`src/rtl/red_writeback_stage.sv`:
```
// red_writeback_stage: two-entry FIFO between the 16-bit reduction unit and the
// register-file write port. It sign-extends each 7-bit reduction sum to 16 bits
// and counts completed writebacks, saturating at 255.
//
// Optional feature: define RED_WB_BYPASS_EN to let an entry that arrives while
// the FIFO is empty drive the writeback port in the same cycle.
//
// Ports:
//   clk       single clock; all state updates on the rising edge
//   rst       synchronous active-high reset
//   in_valid  reduction result presented this cycle
//   in_rd     signed 7-bit reduction sum
//   in_dst    destination register index
//   in_ready  stage can accept an entry this cycle
//   flush     discard all buffered results
//   wb_valid  writeback request to the register-file write port
//   wb_ready  write port grants the request this cycle
//   wb_reg    destination index of the head entry (0 when idle)
//   wb_data   sign-extended head result (0 when idle)
//   wb_count  saturating count of completed writebacks
module red_writeback_stage (
  input  logic        clk,
  input  logic        rst,
  input  logic        in_valid,
  input  logic [6:0]  in_rd,
  input  logic [3:0]  in_dst,
  output logic        in_ready,
  input  logic        flush,
  output logic        wb_valid,
  input  logic        wb_ready,
  output logic [3:0]  wb_reg,
  output logic [15:0] wb_data,
  output logic [7:0]  wb_count
);

  typedef enum logic [1:0] {StEmpty, StOne, StFull} state_e;

  state_e      state_q, state_d;
  // Entry layout: {rd[6:0], dst[3:0]}. head_q is always the oldest entry.
  logic [10:0] head_q, head_d;
  logic [10:0] tail_q, tail_d;
  logic [7:0]  count_q, count_d;

  logic        bypass;
  logic [10:0] in_entry;
  logic [10:0] out_entry;
  logic        push;
  logic        pop;

  assign in_entry = {in_rd, in_dst};

  always_comb begin
`ifdef RED_WB_BYPASS_EN
    bypass = (state_q == StEmpty) && in_valid && !flush && !rst;
`else
    bypass = 1'b0;
`endif
    // Outputs are forced to their reset values while rst is high.
    in_ready  = rst || (state_q != StFull);
    wb_valid  = !rst && ((state_q != StEmpty) || bypass);
    out_entry = bypass ? in_entry : head_q;
    wb_reg    = wb_valid ? out_entry[3:0] : 4'd0;
    wb_data   = wb_valid ? {{9{out_entry[10]}}, out_entry[10:4]} : 16'd0;
    wb_count  = rst ? 8'd0 : count_q;
    push      = in_valid && in_ready;
    pop       = wb_valid && wb_ready;
  end

  always_comb begin
    state_d = state_q;
    head_d  = head_q;
    tail_d  = tail_q;
    count_d = count_q;

    // A pop is counted even when a flush discards the rest of the buffer.
    if (pop && (count_q != 8'hFF)) begin
      count_d = count_q + 8'd1;
    end

    if (flush) begin
      state_d = StEmpty;
    end else begin
      unique case (state_q)
        StEmpty: begin
          // A bypassed entry that is granted immediately never enters the FIFO.
          if (push && !(bypass && pop)) begin
            head_d  = in_entry;
            state_d = StOne;
          end
        end
        StOne: begin
          if (push && pop) begin
            head_d = in_entry;
          end else if (push) begin
            tail_d  = in_entry;
            state_d = StFull;
          end else if (pop) begin
            state_d = StEmpty;
          end
        end
        StFull: begin
          // in_ready is low here, so only a pop can happen.
          if (pop) begin
            head_d  = tail_q;
            state_d = StOne;
          end
        end
        default: state_d = StEmpty;
      endcase
    end
  end

  always_ff @(posedge clk) begin
    if (rst) begin
      state_q <= StEmpty;
      head_q  <= 11'd0;
      tail_q  <= 11'd0;
      count_q <= 8'd0;
    end else begin
      state_q <= state_d;
      head_q  <= head_d;
      tail_q  <= tail_d;
      count_q <= count_d;
    end
  end

endmodule

```
`config.mk`:
```
export PLATFORM = sky130hd
export DESIGN_NAME = red_writeback_stage
export DESIGN_NICKNAME = d
export VERILOG_FILES = /design/src/rtl/red_writeback_stage.sv
export SDC_FILE = /design/constraint.sdc
export NUM_CORES = 1
export LEC_CHECK = 0
export ABC_AREA = 0
export BUFFER_PORTS_ARGS = -buffer_cell sky130_fd_sc_hd__clkbuf_2
export CAP_MARGIN = 20
export CORE_ASPECT_RATIO = 1.5
export CORE_UTILIZATION = 56
export DETAILED_ROUTE_END_ITERATION = 16
export MAX_ROUTING_LAYER = met4
export PLACE_DENSITY = 0.84
export SETUP_SLACK_MARGIN = 0.1
export SYNTH_ARGS = -nofsm -noshare
export SYNTH_HDL_FRONTEND = slang
export SYNTH_SLANG_ARGS = --single-unit
```
`constraint.sdc`:
```
create_clock -name clk -period 3.2 [get_ports clk]
set_clock_uncertainty 0.15 [all_clocks]
set_input_delay 0.64 -clock clk [delete_from_list [all_inputs] [get_ports clk]]
set_output_delay 0.64 -clock clk [all_outputs]
set_load 0.01 [all_outputs]
```
==> results of run 1 <==
## cells by family after synthesis
logic type / after synthesis / share of synthesized area
compound gates: 27 / 0.149
xor+xnor: 2 / 0.0103
fa+ha+maj: 1 / 0.00735
buf+inv: 26 / 0.0955
flops: 32 / 0.376
mux: 25 / 0.149
simple gates: 69 / 0.212
## area by class of cell
cell class | count | area [µm²]
fillers | 256 | 976
multi-input cells | 124 | 900
flip-flops and latches | 32 | 641
repair buffers | 49 | 255
clock buffers | 6 | 72.6
well taps | 39 | 48.8
inverters | 4 | 15.0
clock inverters | 1 | 5.00
## flip-flops by register name, summed over array words and instances, names as in the netlist
| name | count |
|---|---|
| count_q | 8 |
| tail_q | 11 |
| state_q | 2 |
| head_q | 11 |
## through the flow
step / cells / util
after global placement: 248 / 0.638
after floorplan: 182 / -
after CTS: 255 / 0.665
after detailed placement: 248 / 0.638
after global routing: 255 / 0.665
final: 255 / 0.665
## worst min-delay path by stage
| stage | startpoint | to | slack, ps | depth (start not counted) |
|---|---|---|---|---|
| floorplan | count_q[6] | count_q[6] | 310 | 1 |
| global placement | tail_q[8] | tail_q[8] | 320 | 2 |
| detailed placement | count_q[6] | count_q[6] | 340 | 1 |
| CTS | head_q[6] | head_q[6] | 350 | 2 |
| global route | tail_q[0] | tail_q[0] | 370 | 2 |
| finish | head_q[6] | head_q[6] | 340 | 2 |
## worst reg2reg max path: stages, from the launching register on
cell,delay [ps]
sky130_fd_sc_hd__dfxtp_1,510
sky130_fd_sc_hd__o21bai_1,160
sky130_fd_sc_hd__inv_1,260
sky130_fd_sc_hd__nand2_1,180
sky130_fd_sc_hd__nor4_1,320
sky130_fd_sc_hd__mux2_2,360
## per-layer routing
layer / track usage / up-vias / wire [µm] / part of all wire
met2: 0.344 / 33 / 1520 / 0.49
li1: - / 692 / - / -
met4: 0.0984 / 0 / 53 / 0.017
met3: 0.0755 / 5 / 124 / 0.040
met1: 0.239 / 605 / 1390 / 0.45
met5: - / - / 0 / 0
## cells in the final DEF (no fill, tap or decap), types with 2 or more instances in the layout
cell type / instances
sky130_fd_sc_hd__a211oi_1: 4
sky130_fd_sc_hd__a211oi_2: 9
sky130_fd_sc_hd__a21oi_1: 5
sky130_fd_sc_hd__and2_1: 11
sky130_fd_sc_hd__buf_4: 4
sky130_fd_sc_hd__clkbuf_2: 45
sky130_fd_sc_hd__clkbuf_8: 5
sky130_fd_sc_hd__dfxtp_1: 32
sky130_fd_sc_hd__inv_1: 4
sky130_fd_sc_hd__mux2_2: 3
sky130_fd_sc_hd__mux2i_1: 22
sky130_fd_sc_hd__nand2_1: 3
sky130_fd_sc_hd__nand3_1: 3
sky130_fd_sc_hd__nand4bb_1: 2
sky130_fd_sc_hd__nor2_1: 29
sky130_fd_sc_hd__nor2b_1: 9
sky130_fd_sc_hd__nor3_1: 3
sky130_fd_sc_hd__nor4_1: 2
sky130_fd_sc_hd__xor2_1: 2
## power by group
part | internal (mW) | switching, mW | total [mW]
clock | 0.147 | 0.141 | 0.288
combinational | 0.0369 | 0.0476 | 0.0846
sequential | 0.413 | 0.00813 | 0.421
==> out/summary.txt, run 1 <==
STATUS
--------------------------------------------------------------------------------
Run status                                                          finished clean

CLOCKING
--------------------------------------------------------------------------------
Number of hold buffers added after cts                                         0
Cell at the root of the clock tree                                  sky130_fd_sc_hd__clkbuf_8
Post-cts repair resize count                                                   0
CTS Buffer Depth                                                               2
H-Tree Depth                                                                   2
Clock Pin Slew Worst Setup and Hold Paths                                  60 ps
Clock latency on the worst-skew pair                                      280 ps
CTS tree                                                                    done
Number of buffers added for setup after CTS                                    0
Number of buffers created by CTS                                               5
Num Clock Sinks                                                               32

WORST SETUP PATH
--------------------------------------------------------------------------------
Critical Path Fanout Max                                                      13
Critical-path cell list                                             o21bai_1 -> inv_1 -> and2_1 -> clkbuf_2
Arrival @ worst endpoint                                                 1750 ps
Worst setup EP type                                                   output pin
Cell with the largest stage delay on the worst path                 sky130_fd_sc_hd__dfxtp_1
Depth of the most critical reg-to-reg path                                     5
Launch point of the critical path                                     state_q[0]
Crit path max-delay family                                            flip-flops
CP Data Required Time                                                    2410 ps
Worst setup SP type                                                     register
Largest stage delay on the critical path                                  510 ps
Bufs and invs on worst path                                                    2
Critical path class                                                 register to output pin
Worst path depth                                                               4
Terminus of the critical flop-to-flop path                            count_q[7]
Launching point of the worst reg2reg path                             state_q[0]
Setup slack of the most critical reg-to-reg path                         1140 ps
Critical path capture point                                           wb_data[6]

ROUTE
--------------------------------------------------------------------------------
Residual antenna-violating net count after detailed routing                    0
Via density                                                                 5.24
Average wire per cell in the routed design                               12.1 µm
Iteration-0 DRC Markers                                                       35
Aggregate routed wire length                                             3080 µm
TritonRoute pass-1 iters                                                       4
Remaining routing DRC violations                                               0
Routed via count                                                            1335

STA
--------------------------------------------------------------------------------
Crit path time final                                                     2540 ps
Final critical-path share of the clock period                              0.794
Final Worst Setup Slack                                                   658 ps
Setup-violating endpoint count in the final report                             0
Final number of max-transition violations                                      0
Setup_tns                                                                   0 ps
Actual slew at the worst max-slew pin                                     679 ps
Maximum clock frequency                                                  393 MHz
Slew Limit Headroom                                                        0.548
Post-route worst hold slack                                               342 ps
RSZ-0062 raised after global routing                                       false
Final hold viol count                                                          0

FLOORPLANNING
--------------------------------------------------------------------------------
FP Rows                                                                       24
Die area                                                                3270 µm²
Vert. Die Dim                                                            69.5 µm
Initial standard-cell utilization of the core                              0.585
Area of the core                                                        2910 µm²
Boundary Pins                                                                 46
Horizontal die dimension                                                 47.0 µm

SYNTHESIS
--------------------------------------------------------------------------------
Commonest register cell after synthesis                             sky130_fd_sc_hd__dfxtp_1
Synthesized cell area                                                   1700 µm²
Total of warnings raised by yosys                                              0
Number of unique standard cell types used by synthesis                        38
Number of instances in the synthesized netlist                               182
Largest area contributor in the netlist                             sky130_fd_sc_hd__dfxtp_1
Sequential share of the synthesized area                                   0.376
Leading cell types by count after synthesis                         sky130_fd_sc_hd__dfxtp_1, sky130_fd_sc_hd__nor2_1, sky130_fd_sc_hd__mux2i_1
Total of flip-flops plus latches after synthesis                              32
Synthesized area per cell                                               9.36 µm²
Share of synthesized flip-flops with an asynchronous set or reset              0
Synth top area share                                                       0.376
Mapped Nets                                                                  199
Number of flops mapped to enable cells by yosys                                0
Most frequent cell after synthesis                                  sky130_fd_sc_hd__dfxtp_1
Synth top area cells                                                sky130_fd_sc_hd__dfxtp_1, sky130_fd_sc_hd__mux2i_1, sky130_fd_sc_hd__a211oi_2

GLOBAL ROUTING
--------------------------------------------------------------------------------
Largest net degree at the start of global routing                             24
Vias in the first global route                                              1221
Antenna violations before repair                                               0
First-pass GRT wire length                                               5090 µm
Sum of overflow across all layers after global routing                         0
Total routing resource utilization after global routing                    0.219

JOB
--------------------------------------------------------------------------------
Number of max-cap violations                                                   0

PLACED DESIGN
--------------------------------------------------------------------------------
IO Port Bufs                                                                  45
Final weighted congestion in routability-driven placement                  0.754
Instance area after placement                                           1860 µm²
Estimated wirelength of the detail-placed design                         2190 µm
Setup WS pre-CTS                                                          695 ps

PWR
--------------------------------------------------------------------------------
Worst vdd rail ir drop                                                  0.367 mV
Static leakage                                                          0.971 nW
Total power                                                             0.794 mW
Power density cells                                                   410 nW/µm²

FINAL LAYOUT
--------------------------------------------------------------------------------
Final design instance area without fill                                 1940 µm²
Area growth from synthesis to final layout                                 13.7%
Layout net count                                                             233
Diode count                                                                    0
Fraction of layout instances using a drive strength above 1                0.324

WORST HOLD PATH
--------------------------------------------------------------------------------
Type of the most critical hold path                                 register to register

Power figures use the tool's default switching activity.
==> inputs of run 2 (changes only) <==
- CORE_UTILIZATION: 56 -> 52
- PLACE_DENSITY: 0.84 -> 0.79
- clock period: 3.2 -> 2.44 ns (I/O delays scaled with it)
==> out/summary.txt, run 2 (synthesized netlist as in run 1, its figures left out) <==
STATUS
--------------------------------------------------------------------------
Run status                                                    finished clean   unchanged

FINAL LAYOUT
--------------------------------------------------------------------------
Largest registers                                             head_q: 11 flops, tail_q: 11 flops, count_q: 8 flops   unchanged
Area growth from synthesis to final layout                           16.5%   was 13.7%
Commonest non-fill, non-tap cells in the layout               sky130_fd_sc_hd__clkbuf_2, sky130_fd_sc_hd__dfxtp_1, sky130_fd_sc_hd__nor2_1   unchanged
# fillers                                                              293   was 256
Layout net count                                                       235   was 233
Diode count                                                              0   unchanged
Flip-flop and latch area                                           642 µm²   was 641 µm²
Commonest non-fill, non-tap cell in the layout                sky130_fd_sc_hd__clkbuf_2   unchanged
Multi-input gate area in the final layout                          900 µm²   unchanged
Fraction of layout instances using a drive strength above 1          0.338   was 0.324

STA
--------------------------------------------------------------------------
Slew Limit Headroom                                                  0.783   was 0.548
Maximum clock frequency                                            462 MHz
Setup-violating endpoint count in the final report                       0   unchanged
Crit path time final                                               2170 ps
RSZ-0062 raised after global routing                                 false   unchanged
Final critical-path share of the clock period                        0.888
Setup_tns                                                             0 ps   unchanged
Final hold viol count                                                    0   unchanged
Final number of max-transition violations                                0   unchanged
Actual slew at the worst max-slew pin                               317 ps   was 679 ps

CLOCKING
--------------------------------------------------------------------------
Clock latency on the worst-skew pair                                280 ps   about the same
CTS tree                                                              done   unchanged
Number of buffers created by CTS                                         5   unchanged
Cell at the root of the clock tree                            sky130_fd_sc_hd__clkbuf_8   unchanged
Number of hold buffers added after cts                                   0   unchanged
Post-cts repair resize count                                             0   unchanged
Num Clock Sinks                                                         32   unchanged
CTS Buffer Depth                                                         2   unchanged
Clock Pin Slew Worst Setup and Hold Paths                            70 ps   was 60 ps
Number of buffers added for setup after CTS                              0   unchanged
H-Tree Depth                                                             2   unchanged

PWR
--------------------------------------------------------------------------
Part of the total power dissipated in combinational logic            0.098   was 0.107
Total power                                                        1.16 mW   was 0.794 mW
Internal portion of total power                                   0.894 mW   was 0.597 mW
Worst vdd rail ir drop                                            0.471 mV   was 0.367 mV
Sequential cell fraction of total power                              0.475   was 0.530
Clock group share of total power                                     0.427   was 0.363
Switch share                                                         0.231   was 0.248
Net switching component of the power                              0.268 mW   was 0.196 mW
Power density cells                                             586 nW/µm²   was 410 nW/µm²
Static leakage                                                    0.997 nW   was 0.971 nW

ROUTE
--------------------------------------------------------------------------
Iteration-0 DRC Markers                                                 22   was 35
Residual antenna-violating net count after detailed routing              0   unchanged
Aggregate routed wire length                                       3190 µm   was 3080 µm
TritonRoute pass-1 iters                                                 4   unchanged
Remaining routing DRC violations                                         0   unchanged
Routed via count                                                      1368   was 1335
Average wire per cell in the routed design                         12.3 µm   was 12.1 µm
Via density                                                           5.28   was 5.24

WORST HOLD PATH
--------------------------------------------------------------------------
Type of the most critical hold path                           primary input to register   was register to register

FLOORPLANNING
--------------------------------------------------------------------------
Horizontal die dimension                                           48.7 µm   was 47.0 µm
Die area                                                          3510 µm²   was 3270 µm²
Vert. Die Dim                                                      72.1 µm   was 69.5 µm
FP Rows                                                                 25   was 24
Area of the core                                                  3130 µm²   was 2910 µm²
Initial standard-cell utilization of the core                        0.544   was 0.585
Boundary Pins                                                           46   unchanged

JOB
--------------------------------------------------------------------------
Number of max-cap violations                                             0   unchanged

WORST SETUP PATH
--------------------------------------------------------------------------
CP Data Required Time                                              1800 ps   was 2410 ps
Cell with the largest stage delay on the worst path           sky130_fd_sc_hd__dfxtp_1   unchanged
Worst setup EP type                                             output pin   unchanged
Largest stage delay on the critical path                            500 ps   was 510 ps
Worst setup SP type                                               register   unchanged
Arrival @ worst endpoint                                           1530 ps   was 1750 ps
Critical Path Fanout Max                                                10   was 13
Critical-path cell list                                       o21bai_1 -> inv_1 -> and2_1 -> clkbuf_2   unchanged
Critical path class                                           register to output pin   unchanged

GLOBAL ROUTING
--------------------------------------------------------------------------
Total routing resource utilization after global routing              0.208   was 0.219
Vias in the first global route                                        1248   was 1221
Sum of overflow across all layers after global routing                   0   unchanged
Antenna violations before repair                                         0   unchanged
First-pass GRT wire length                                         5430 µm   was 5090 µm
Largest net degree at the start of global routing                       23   was 24

PLACED DESIGN
--------------------------------------------------------------------------
IO Port Bufs                                                            45   unchanged
Estimated wirelength of the detail-placed design                   2280 µm   was 2190 µm
Final weighted congestion in routability-driven placement            0.776   was 0.754

## run 2: cell count changes in the layout (fill, tap and decap cells not counted), sizes merged
cell / delta
buf: +2
bufinv: +1
## run 2: final cells by class
cell class                 count  area share
clock inverter                 2      0.0177
multi-input combinational    124       0.453
timing repair buffer          51       0.136
sequential                    32       0.323
clock buffer                   6      0.0366
tap                           40      0.0252
inverter                       4     0.00757
## run 2: power by group through the flow
stage          Sequential, mW  Combinational [mW]  Clock, mW
5_1_grt                 0.555               0.126      0.526
2_1_floorplan           0.559              0.0887          0
4_1_cts                 0.552               0.116      0.507
6_report                0.552               0.114      0.496
3_5_place_dp            0.564               0.115          0
3_3_place_gp            0.563               0.112          0
## run 2: per-stage QoR
stage	cells	hold slack (ps)	util	cell area (µm²)	setup slack (ps)
after floorplan	182	310	-	1700	563
after global placement	251	324	0.600	1880	382
after detailed placement	251	338	0.600	1880	343
after CTS	259	299	0.634	1980	243
after global routing	259	312	0.634	1980	108
final	259	302	0.634	1980	274
## run 2: per-layer routing
layer	GRT usage	routed length (µm)
met1	0.215	1360
met2	0.372	1660
met3	0.0566	126
met4	0.0784	46
met5	-	0
## run 2: final timing paths
path | from | endpoint | slack [ps] | depth (start not counted)
setup / recovery | state_q[0] | wb_data[12] | 270 | 4
hold / removal | in_rd[3] | tail_q[7] | 300 | 3
setup reg to reg | state_q[0] | count_q[7] | 620 | 5
hold reg to reg | tail_q[7] | tail_q[7] | 350 | 2
## run 2: critical path, delay by kind of cell (launching register included)
kind | cells | cell delay (ps)
DFF | 1 | 500
buffers and inverters | 2 | 300
and+or+nand+nor | 1 | 290
AOI/OAI and AO/OA | 1 | 160
